File: src/rtl/bomb_pkg.sv
// Shared encodings for the bomb sequencer and the password block it drives.
package bomb_pkg;

   typedef enum logic [2:0] {
      ST_IDLE      = 3'd0,
      ST_ARMED     = 3'd1,
      ST_DEFUSED   = 3'd2,
      ST_DETONATED = 3'd3,
      ST_CLEAR     = 3'd4
   } state_t;

   // Password block mode input.
   localparam logic MODE_PROGRAMMING = 1'b0;
   localparam logic MODE_UNLOCKING   = 1'b1;

   // Programmed-key counter saturates here.
   localparam logic [3:0] PROG_COUNT_MAX = 4'd8;

   // Keep only the lowest set bit, so simultaneous keys resolve to the lowest index.
   function automatic logic [2:0] lowest_one(input logic [2:0] v);
      return v & (~v + 3'd1);
   endfunction

endpackage

File: src/rtl/bomb_sequencer_key_debouncer.sv
// One button input: 2-flop synchronizer, stable-level debouncer and a
// registered single-cycle pulse on each accepted rising edge.
module key_debouncer #(
   parameter int DEBOUNCE_CYCLES = 16
) (
   input  logic clk_i,
   input  logic rst_i,
   input  logic raw_i,
   output logic pulse_o
);

   localparam int CW = $clog2(DEBOUNCE_CYCLES + 1);

   logic          sync1_q, sync2_q;
   logic          stable_q, stable_d;
   logic [CW-1:0] cnt_q, cnt_d;
   logic          pulse_q, pulse_d;

   // Count consecutive samples that disagree with the stable level; flip after DEBOUNCE_CYCLES.
   always_comb begin
      cnt_d    = '0;
      stable_d = stable_q;
      pulse_d  = 1'b0;
      if (sync2_q != stable_q) begin
         if (cnt_q == CW'(DEBOUNCE_CYCLES - 1)) begin
            stable_d = sync2_q;
            pulse_d  = sync2_q;
         end else begin
            cnt_d = cnt_q + 1'b1;
         end
      end
   end

   // Synchronizer, debounce state and pulse register.
   always_ff @(posedge clk_i or posedge rst_i) begin
      if (rst_i) begin
         sync1_q  <= 1'b0;
         sync2_q  <= 1'b0;
         stable_q <= 1'b0;
         cnt_q    <= '0;
         pulse_q  <= 1'b0;
      end else begin
         sync1_q  <= raw_i;
         sync2_q  <= sync1_q;
         stable_q <= stable_d;
         cnt_q    <= cnt_d;
         pulse_q  <= pulse_d;
      end
   end

   assign pulse_o = pulse_q;

endmodule

File: src/rtl/bomb_sequencer.sv
// Bomb game sequencer: conditions buttons into key strobes, drives the password
// block's mode/clear and runs arm / countdown / defuse / detonate.
module bomb_sequencer
   import bomb_pkg::*;
#(
   parameter int TICKS_PER_SEC   = 50000000,
   parameter int COUNTDOWN_SEC   = 60,
   parameter int DEBOUNCE_CYCLES = 16
) (
   input  logic       clk,
   input  logic       async_reset,
   input  logic [2:0] key_raw,
   input  logic       arm_raw,
   input  logic       pw_unlocked,
   input  logic       pw_explode,
   output logic [2:0] key_pulse,
   output logic       pw_mode,
   output logic       pw_clear,
   output logic [2:0] state,
   output logic [7:0] seconds_left,
   output logic       defused,
   output logic       detonate
);

   localparam int PW = (TICKS_PER_SEC > 1) ? $clog2(TICKS_PER_SEC) : 1;

   logic [2:0]    key_rdy;
   logic          arm_rdy;
   logic [2:0]    key_win;
   logic          tick;

   state_t        state_q, state_d;
   logic [7:0]    secs_q, secs_d;
   logic [PW-1:0] presc_q, presc_d;
   logic [3:0]    prog_count_q, prog_count_d;
   logic [2:0]    key_q, key_d;
   logic          mode_q, mode_d;
   logic          clear_q, clear_d;
   logic          defused_q, defused_d;
   logic          detonate_q, detonate_d;

   for (genvar g = 0; g < 3; g++) begin : g_key
      key_debouncer #(.DEBOUNCE_CYCLES(DEBOUNCE_CYCLES)) u_key (
         .clk_i   (clk),
         .rst_i   (async_reset),
         .raw_i   (key_raw[g]),
         .pulse_o (key_rdy[g])
      );
   end

   key_debouncer #(.DEBOUNCE_CYCLES(DEBOUNCE_CYCLES)) u_arm (
      .clk_i   (clk),
      .rst_i   (async_reset),
      .raw_i   (arm_raw),
      .pulse_o (arm_rdy)
   );

   assign key_win = lowest_one(key_rdy);
   assign tick    = (presc_q == PW'(TICKS_PER_SEC - 1));

   // Next state, countdown, key gating and registered-output values.
   always_comb begin
      state_d      = state_q;
      secs_d       = secs_q;
      presc_d      = presc_q;
      prog_count_d = prog_count_q;
      key_d        = '0;
      unique case (state_q)
         ST_IDLE: begin
            key_d = key_win;
            if (key_win != 3'b000 && prog_count_q != PROG_COUNT_MAX)
               prog_count_d = prog_count_q + 4'd1;
            if (arm_rdy && prog_count_q != 4'd0) begin
               state_d = ST_ARMED;
               secs_d  = 8'(COUNTDOWN_SEC);
               presc_d = '0;
            end
         end
         ST_ARMED: begin
            key_d   = key_win;
            presc_d = tick ? '0 : presc_q + 1'b1;
            if (pw_unlocked) begin
               state_d = ST_DEFUSED;
            end else if (pw_explode) begin
               state_d = ST_DETONATED;
            end else if (tick) begin
               if (secs_q <= 8'd1) begin
                  secs_d  = 8'd0;
                  state_d = ST_DETONATED;
               end else begin
                  secs_d = secs_q - 8'd1;
               end
            end
         end
         ST_DEFUSED, ST_DETONATED: begin
            if (arm_rdy) begin
               state_d      = ST_CLEAR;
               secs_d       = 8'd0;
               prog_count_d = 4'd0;
            end
         end
         ST_CLEAR: begin
            state_d      = ST_IDLE;
            secs_d       = 8'd0;
            prog_count_d = 4'd0;
         end
         default: state_d = ST_IDLE;
      endcase
      mode_d     = (state_d == ST_ARMED || state_d == ST_DEFUSED || state_d == ST_DETONATED)
                   ? MODE_UNLOCKING : MODE_PROGRAMMING;
      clear_d    = (state_d == ST_CLEAR);
      defused_d  = (state_d == ST_DEFUSED);
      detonate_d = (state_d == ST_DETONATED);
   end

   // State and output registers.
   always_ff @(posedge clk or posedge async_reset) begin
      if (async_reset) begin
         state_q      <= ST_IDLE;
         secs_q       <= 8'd0;
         presc_q      <= '0;
         prog_count_q <= 4'd0;
         key_q        <= 3'b000;
         mode_q       <= MODE_PROGRAMMING;
         clear_q      <= 1'b0;
         defused_q    <= 1'b0;
         detonate_q   <= 1'b0;
      end else begin
         state_q      <= state_d;
         secs_q       <= secs_d;
         presc_q      <= presc_d;
         prog_count_q <= prog_count_d;
         key_q        <= key_d;
         mode_q       <= mode_d;
         clear_q      <= clear_d;
         defused_q    <= defused_d;
         detonate_q   <= detonate_d;
      end
   end

   assign key_pulse    = key_q;
   assign pw_mode      = mode_q;
   assign pw_clear     = clear_q;
   assign state        = state_q;
   assign seconds_left = secs_q;
   assign defused      = defused_q;
   assign detonate     = detonate_q;

endmodule
File: config.mk
export PLATFORM = sky130hd
export DESIGN_NAME = bomb_sequencer
export DESIGN_NICKNAME = d
export VERILOG_FILES = /design/src/rtl/bomb_pkg.sv /design/src/rtl/bomb_sequencer_key_debouncer.sv /design/src/rtl/bomb_sequencer.sv
export SDC_FILE = /design/constraint.sdc
export NUM_CORES = 1
export LEC_CHECK = 0
export ABC_AREA = 1
export ABC_CLOCK_PERIOD_IN_PS = 2800
export CELL_PAD_IN_SITES_DETAIL_PLACEMENT = 0
export CELL_PAD_IN_SITES_GLOBAL_PLACEMENT = 2
export CORE_MARGIN = 2
export CORE_UTILIZATION = 35
export DETAILED_ROUTE_END_ITERATION = 16
export PLACE_DENSITY_LB_ADDON = 0.1
export SLEW_MARGIN = 25
export SYNTH_ARGS = -nofsm -noshare
export SYNTH_HDL_FRONTEND = slang
export SYNTH_SLANG_ARGS = --single-unit
File: constraint.sdc
create_clock -name clk -period 2.8 [get_ports clk]
set_clock_uncertainty 0.1 [all_clocks]
set_input_delay 0.28 -clock clk [delete_from_list [all_inputs] [get_ports clk]]
set_output_delay 0.28 -clock clk [all_outputs]
set_load 0.005 [all_outputs]
# --- Yosys cells after proc, flatten, opt, wreduce, memory -nomap -nowiden ---
# Cells that the tools add are included.
word_totals:
  n_memories: 0
  latch_bits: 0
  romBits: 0
  ff_bits: 84
  ram_bits: 0
op_classes:
  bitwise_logic: 2
  shift: 0
  n_reduce_logical: 19
  div: 0
  n_lt_le_gt_ge: 1
  add_sub_neg: 8
  eq_ne: 24
  muxes: 38
  n_mul: 0
ops:
  columns: ["op", "n"]
  rows:
  - ["$mux W26", 2]
  - ["$pmux W26 S2", 1]
  - ["$mux W8", 6]
  - ["$mux W5", 8]
  - ["$pmux W8 S4", 1]
  - ["$add A26 B1 Y26 const B", 1]
  - ["$eq A26 B26 Y1 const B", 1]
  - ["$mux W3", 7]
  - ["$add A5 B1 Y5 const B", 4]
  - ["$eq A5 B4 Y1 const B", 4]
  - ["$eq A3 B2 Y1 const B", 4]
  - ["$pmux W4 S3", 1]
  - ["$ne A2 B2 Y1 const B", 5]
  - ["$reduce_and A2 Y1", 5]
  - ["$mux W1", 9]
  - ["$pmux W3 S3", 1]
  - ["$le A8 B1 Y1 const B", 1]
  - ["$mux W4", 2]
  - ["$reduce_bool A4 Y1", 2]
  - ["$sub A8 B1 Y8 const B", 1]
  - ["$eq A3 B1 Y1 const B", 2]
  - ["$eq A3 B3 Y1 const B", 2]
  - ["$reduce_and A6 Y1", 1]
  - ["$reduce_bool A3 Y1", 2]
  - ["13 further kinds", 19]

# --- Longest topological paths before layout ---
depth:
  ltp_word: 10
  mapped_depth: 11
  ltp_nobuf: 11

# --- By module ---
# From an unflattened synthesis, not the netlist that was laid out.
unflattened:
  hier_cells: 596
  area_unflattened_um2: 4471.8
by_module_without_submodules:
  columns: ["module", "n_inst", "area_each_um2", "cells_per_inst", "seq_area_each_um2"]
  rows:
  - ["bomb_sequencer", 1, 3035.4, 440, 1201.2]
  - ["key_debouncer", 4, 359.1, 39, 225.2]

# --- Worst setup path before layout ---
# No wires, ideal clock.
synth_timing:
  path_kind: "reg2reg"
  startpoint: "register presc_q[0]"
  endpoint: "register presc_q[17]"
  setup_ps: 119
  path_stages_with_launch: 10
  n_path_buf: 1
  arrival_time_ps: 1469
  setup_slack_ps: 1113
  required_ps: 2581
  cell_sequence: "dfrtp_1 > ha_1 > nand2_2 > nor2_4 > nand3_2 > nor2_2 > nand2_2 > buf_2 > nand4_1 > nand2_1"
synth_via:
  elab_chain_len: 3
synth_lines:
  columns: ["item", "line_no", "rtl"]
  rows:
  - ["from (decl)", "bomb_sequencer.sv:34", "logic [PW-1:0] presc_q, presc_d;"]
  - ["from (signal assigned)", "bomb_sequencer.sv:131", "presc_q <= presc_d;"]
  - ["$add A26 B1 Y26 / $eq A26 B26 Y1 (equally long branches)", "bomb_sequencer.sv:81, bomb_sequencer.sv:59", null]
  - ["$mux W26 (*)", "bomb_sequencer.sv:81", "presc_d = tick ? '0 : presc_q + 1'b1;"]
  - ["$pmux W26 S2 (*)", "bomb_sequencer.sv:68", "unique case (state_q)"]
# Mark *: on every way between the ends. The rest lies on a longest branch, timed or not.
# A chain may end at the register's enable or synchronous reset.

# --- Worst setup path in the final report ---
layout_timing:
  startpoint: "register presc_q[0]"
  endpoint: "register secs_q[7], in the netlist seconds_left[7]"
layout_via:
  elab_chain_len: 3
layout_lines:
  columns: ["item", "line_no", "rtl"]
  rows:
  - ["$eq A26 B26 Y1", "bomb_sequencer.sv:59", "assign tick = (presc_q == PW'(TICKS_PER_SEC - 1));"]
  - ["$ne A2 B2 Y1 (no line)", null, null]
  - ["$reduce_and A6 Y1 (no line)", null, null]
  - ["to (signal assigned)", "bomb_sequencer.sv:130", "secs_q <= secs_d;"]
  - ["to (decl)", "bomb_sequencer.sv:33", "logic [7:0] secs_q, secs_d;"]
# No other way between the ends.

==> impl_metrics.py <==
metrics = {
    "layout": {
        "utilization_pct": 42.7,
        "design_area_um2": 5150,
        "antennaDiodeCount": 0,
        "register_area_um2": 2100,
        "fillers": 1242,
        "layout.nets": 624,
        "drive_gt1_share_pct": 6.37,
        "syn2layout_area_growth_pct": 18.3,
        "most-common-layout-cells": "nand2_1, nor2_1, dfrtp_1",
        "multi_input_area_um2": 1980,
        "layout_commonest_cell": "nand2_1",
        "fin_cells": 780,
    },
    "floorplan": {
        "rows": 40,
        "start_util_pct": 36.1,
        "io_pins": 26,
        "core_region_area_um2": 12100,
        "fp.dieW_um": 116,
        "die_h_um": 116,
        "die_area_um2": 13300,
    },
    "worst_setup_path": {
        "path_class": "register to register",
        "crit_fanout": 13,
        "worstPathRequired_ns": 2.93,
        "setup.worst_path.start_class": "register",
        "cp.arrival_ns": 2.40,
        "cp-end-kind": "register",
    },
    "drt": {
        "via_count": 3665,
        "firstDrtPassIters": 4,
        "drcViolationCount": 0,
        "wl_per_cell_um": 13.7,
        "viasPerCell": 4.70,
        "ant_nets": 0,
        "routed_wl_mm": 10.7,
        "first_iter_violations": 184,
    },
    "pwr": {
        "seq_power_share_pct": 47.9,
        "p_per_area_nw_per_um2": 506,
        "p_int_mw": 2.05,
        "pwr-share-comb_pct": 2.9,
        "vdd_drop_max_mv": 0.275,
        "netSwitchingFraction_pct": 21.3,
        "pwr-share-clk_pct": 49.2,
        "power_leakage_nw": 2.43,
        "switchingPower_uw": 554,
    },
    "timing": {
        "post-route-min-period_ns": 2.27,
        "slew_viol_final": 0,
        "max_freq_ghz": 0.441,
        "finalSetupTns_ns": 0,
        "rsz0062_at_grt": "false",
        "period_share_pct": 81.0,
        "setup_violations": 0,
        "maxSlewHeadroom_pct": 71.1,
        "hold_violations": 0,
        "worstMarginPinSlew_ns": 0.431,
    },
    "placed_design": {
        "dp_hpwl_mm": 7.75,
        "portBuffers": 25,
        "gp_congestion": 0.865,
        "dp_cells": 764,
        "place_area_um2": 4830,
    },
    "synthesis": {
        "ys_seq_area_share_pct": 48.3,
        "synth.avg_cell_area_um2": 7.61,
        "postSynthCellCount": 572,
        "yosys_register_bits": 84,
        "synthDistinctLibCells": 27,
        "syn_area_um2": 4350,
        "synth_edf_count": 0,
        "async_flop_share_pct": 100,
        "syn_nets": 589,
        "ys.flop_type": "dfrtp_1",
        "yosys_warnings": 0,
    },
    "cts": {
        "cts.sink_count": 84,
        "clkTransAtPathRegs_ns": 0.06,
        "cts_htree_levels": 3,
        "cts_root_buf": "clkbuf_16",
        "clk_latency_ns": 0.34,
        "cts_resized": 0,
        "cts_tree": "yes",
        "cts_setup_buffers": 0,
        "ctsHoldBuffers": 0,
        "ctsLongestPathBuffers": 2,
        "cts_buffers": 9,
    },
    "outcome": {
        "outcome": "finished clean",
    },
    "global_route": {
        "grt_max_degree": 43,
        "grt_first_pass_wirelength_mm": 17.8,
        "grt_pass1_vias": 3565,
        "grtUsageTotal_pct": 17.3,
        "antenna_found_initial": 0,
        "overflow": 0,
    },
    "worst_hold_path": {
        "hp-class": "primary input to async pin",
    },
    "flow_run": {
        "cap_violations": 0,
    },
}
registers in the layout, indices dropped and copies added (netlist names), 3 cells and up:
register,count
presc_q,26
g_key.u_key.cnt_q,15
seconds_left,8
u_arm.cnt_q,5
prog_count_q,4
g_key.u_key.pulse_o,3
g_key.u_key.stable_q,3
g_key.u_key.sync1_q,3
g_key.u_key.sync2_q,3
key_pulse,3
state,3
through the flow:
step,power [mW],hold WS [ns],worst slack (ns)
4_1_cts,2.65,0.131,0.515
2_1_floorplan,1.31,0.211,0.255
5_1_grt,2.71,0.163,0.271
3_3_place_gp,1.35,0.235,0.594
6_report,2.60,0.129,0.531
3_5_place_dp,1.35,0.238,0.542
cell families (layout without fill, tap and decap cells):
logic type | Yosys count | count (layout) | synth area share [%]
AND/OR/NAND/NOR | 356 | 356 | 34.9
flip-flops | 84 | 84 | 48.3
buffers and inverters | 68 | 108 | 6.15
AO/OA/AOI/OAI | 38 | 38 | 4.63
XOR/XNOR | 17 | 17 | 3.42
adder cells (fa/ha/maj) | 9 | 9 | 2.59
layout make-up:
class,instances,area share [%]
sequential,84,40.8
multi-input combinational,420,38.5
timing repair buffer,30,5.83
inverter,62,4.55
clock buffer,11,4.52
tap,168,4.08
clock inverter,5,1.65
path summary, 6_finish.rpt:
check,from,endpoint,slack [ns],cells after the start
setup / recovery,presc_q[0]$_DFFE_PP0P_,seconds_left[7]$_DFFE_PP0P_,0.53,10
hold / removal,async_reset,u_arm.cnt_q[0]$_DFF_PP0_,0.13,2
setup reg to reg,presc_q[0]$_DFFE_PP0P_,seconds_left[7]$_DFFE_PP0P_,0.53,10
hold reg to reg,g_key[0].u_key.sync1_q$_DFF_PP0_,g_key[0].u_key.sync2_q$_DFF_PP0_,0.25,0
max in group asynchronous,async_reset,pw_mode$_DFF_PP0_,1.86,3
min in group clk,g_key[0].u_key.sync1_q$_DFF_PP0_,g_key[0].u_key.sync2_q$_DFF_PP0_,0.25,0
cells in the mapped netlist, drive strengths merged (2+ instances only):
library cell	n	area (um^2)
or2	5	31.3
buf	6	35.0
nand3b	2	15.0
xnor2	4	35.0
ha	9	113
nor2	98	395
o21ai	30	150
nand3	57	290
nand4	14	87.6
inv	62	233
o21bai	2	15.0
nand2	170	651
a21oi	3	15.0
xor2	13	114
dfrtp	84	2100
nor3	10	50.1
critical path, stage by stage, from the launching register on:
cell,delay [ns]
dfrtp_1,0.46
ha_1,0.29
nand2_2,0.11
nor2_4,0.16
nand3_2,0.09
nor2_2,0.14
nand2_2,0.23
nand2_2,0.28
nand2_2,0.15
nand2_1,0.09
nand2_1,0.05
power by group through the flow:
stage                     clock (mW)  combinational, mW  sequential, mW
after floorplan                    0             0.0468            1.27
after global placement             0             0.0767            1.27
after detailed placement           0             0.0781            1.27
after CTS                       1.32             0.0782            1.25
after global routing            1.37             0.0877            1.25
final                           1.28             0.0743            1.25
routing by layer:
metal | wire length, um | vias to the layer above | GRT usage, % | part of all wire, %
met4 | 226 | 0 | 7.39 | 2.1
met2 | 4830 | 62 | 27.7 | 45
met5 | 0 | - | 0 | 0
met1 | 5160 | 1695 | 22.9 | 48
li1 | - | 1892 | - | -
met3 | 454 | 16 | 3.66 | 4.3
(Power assumes the default switching activity.)
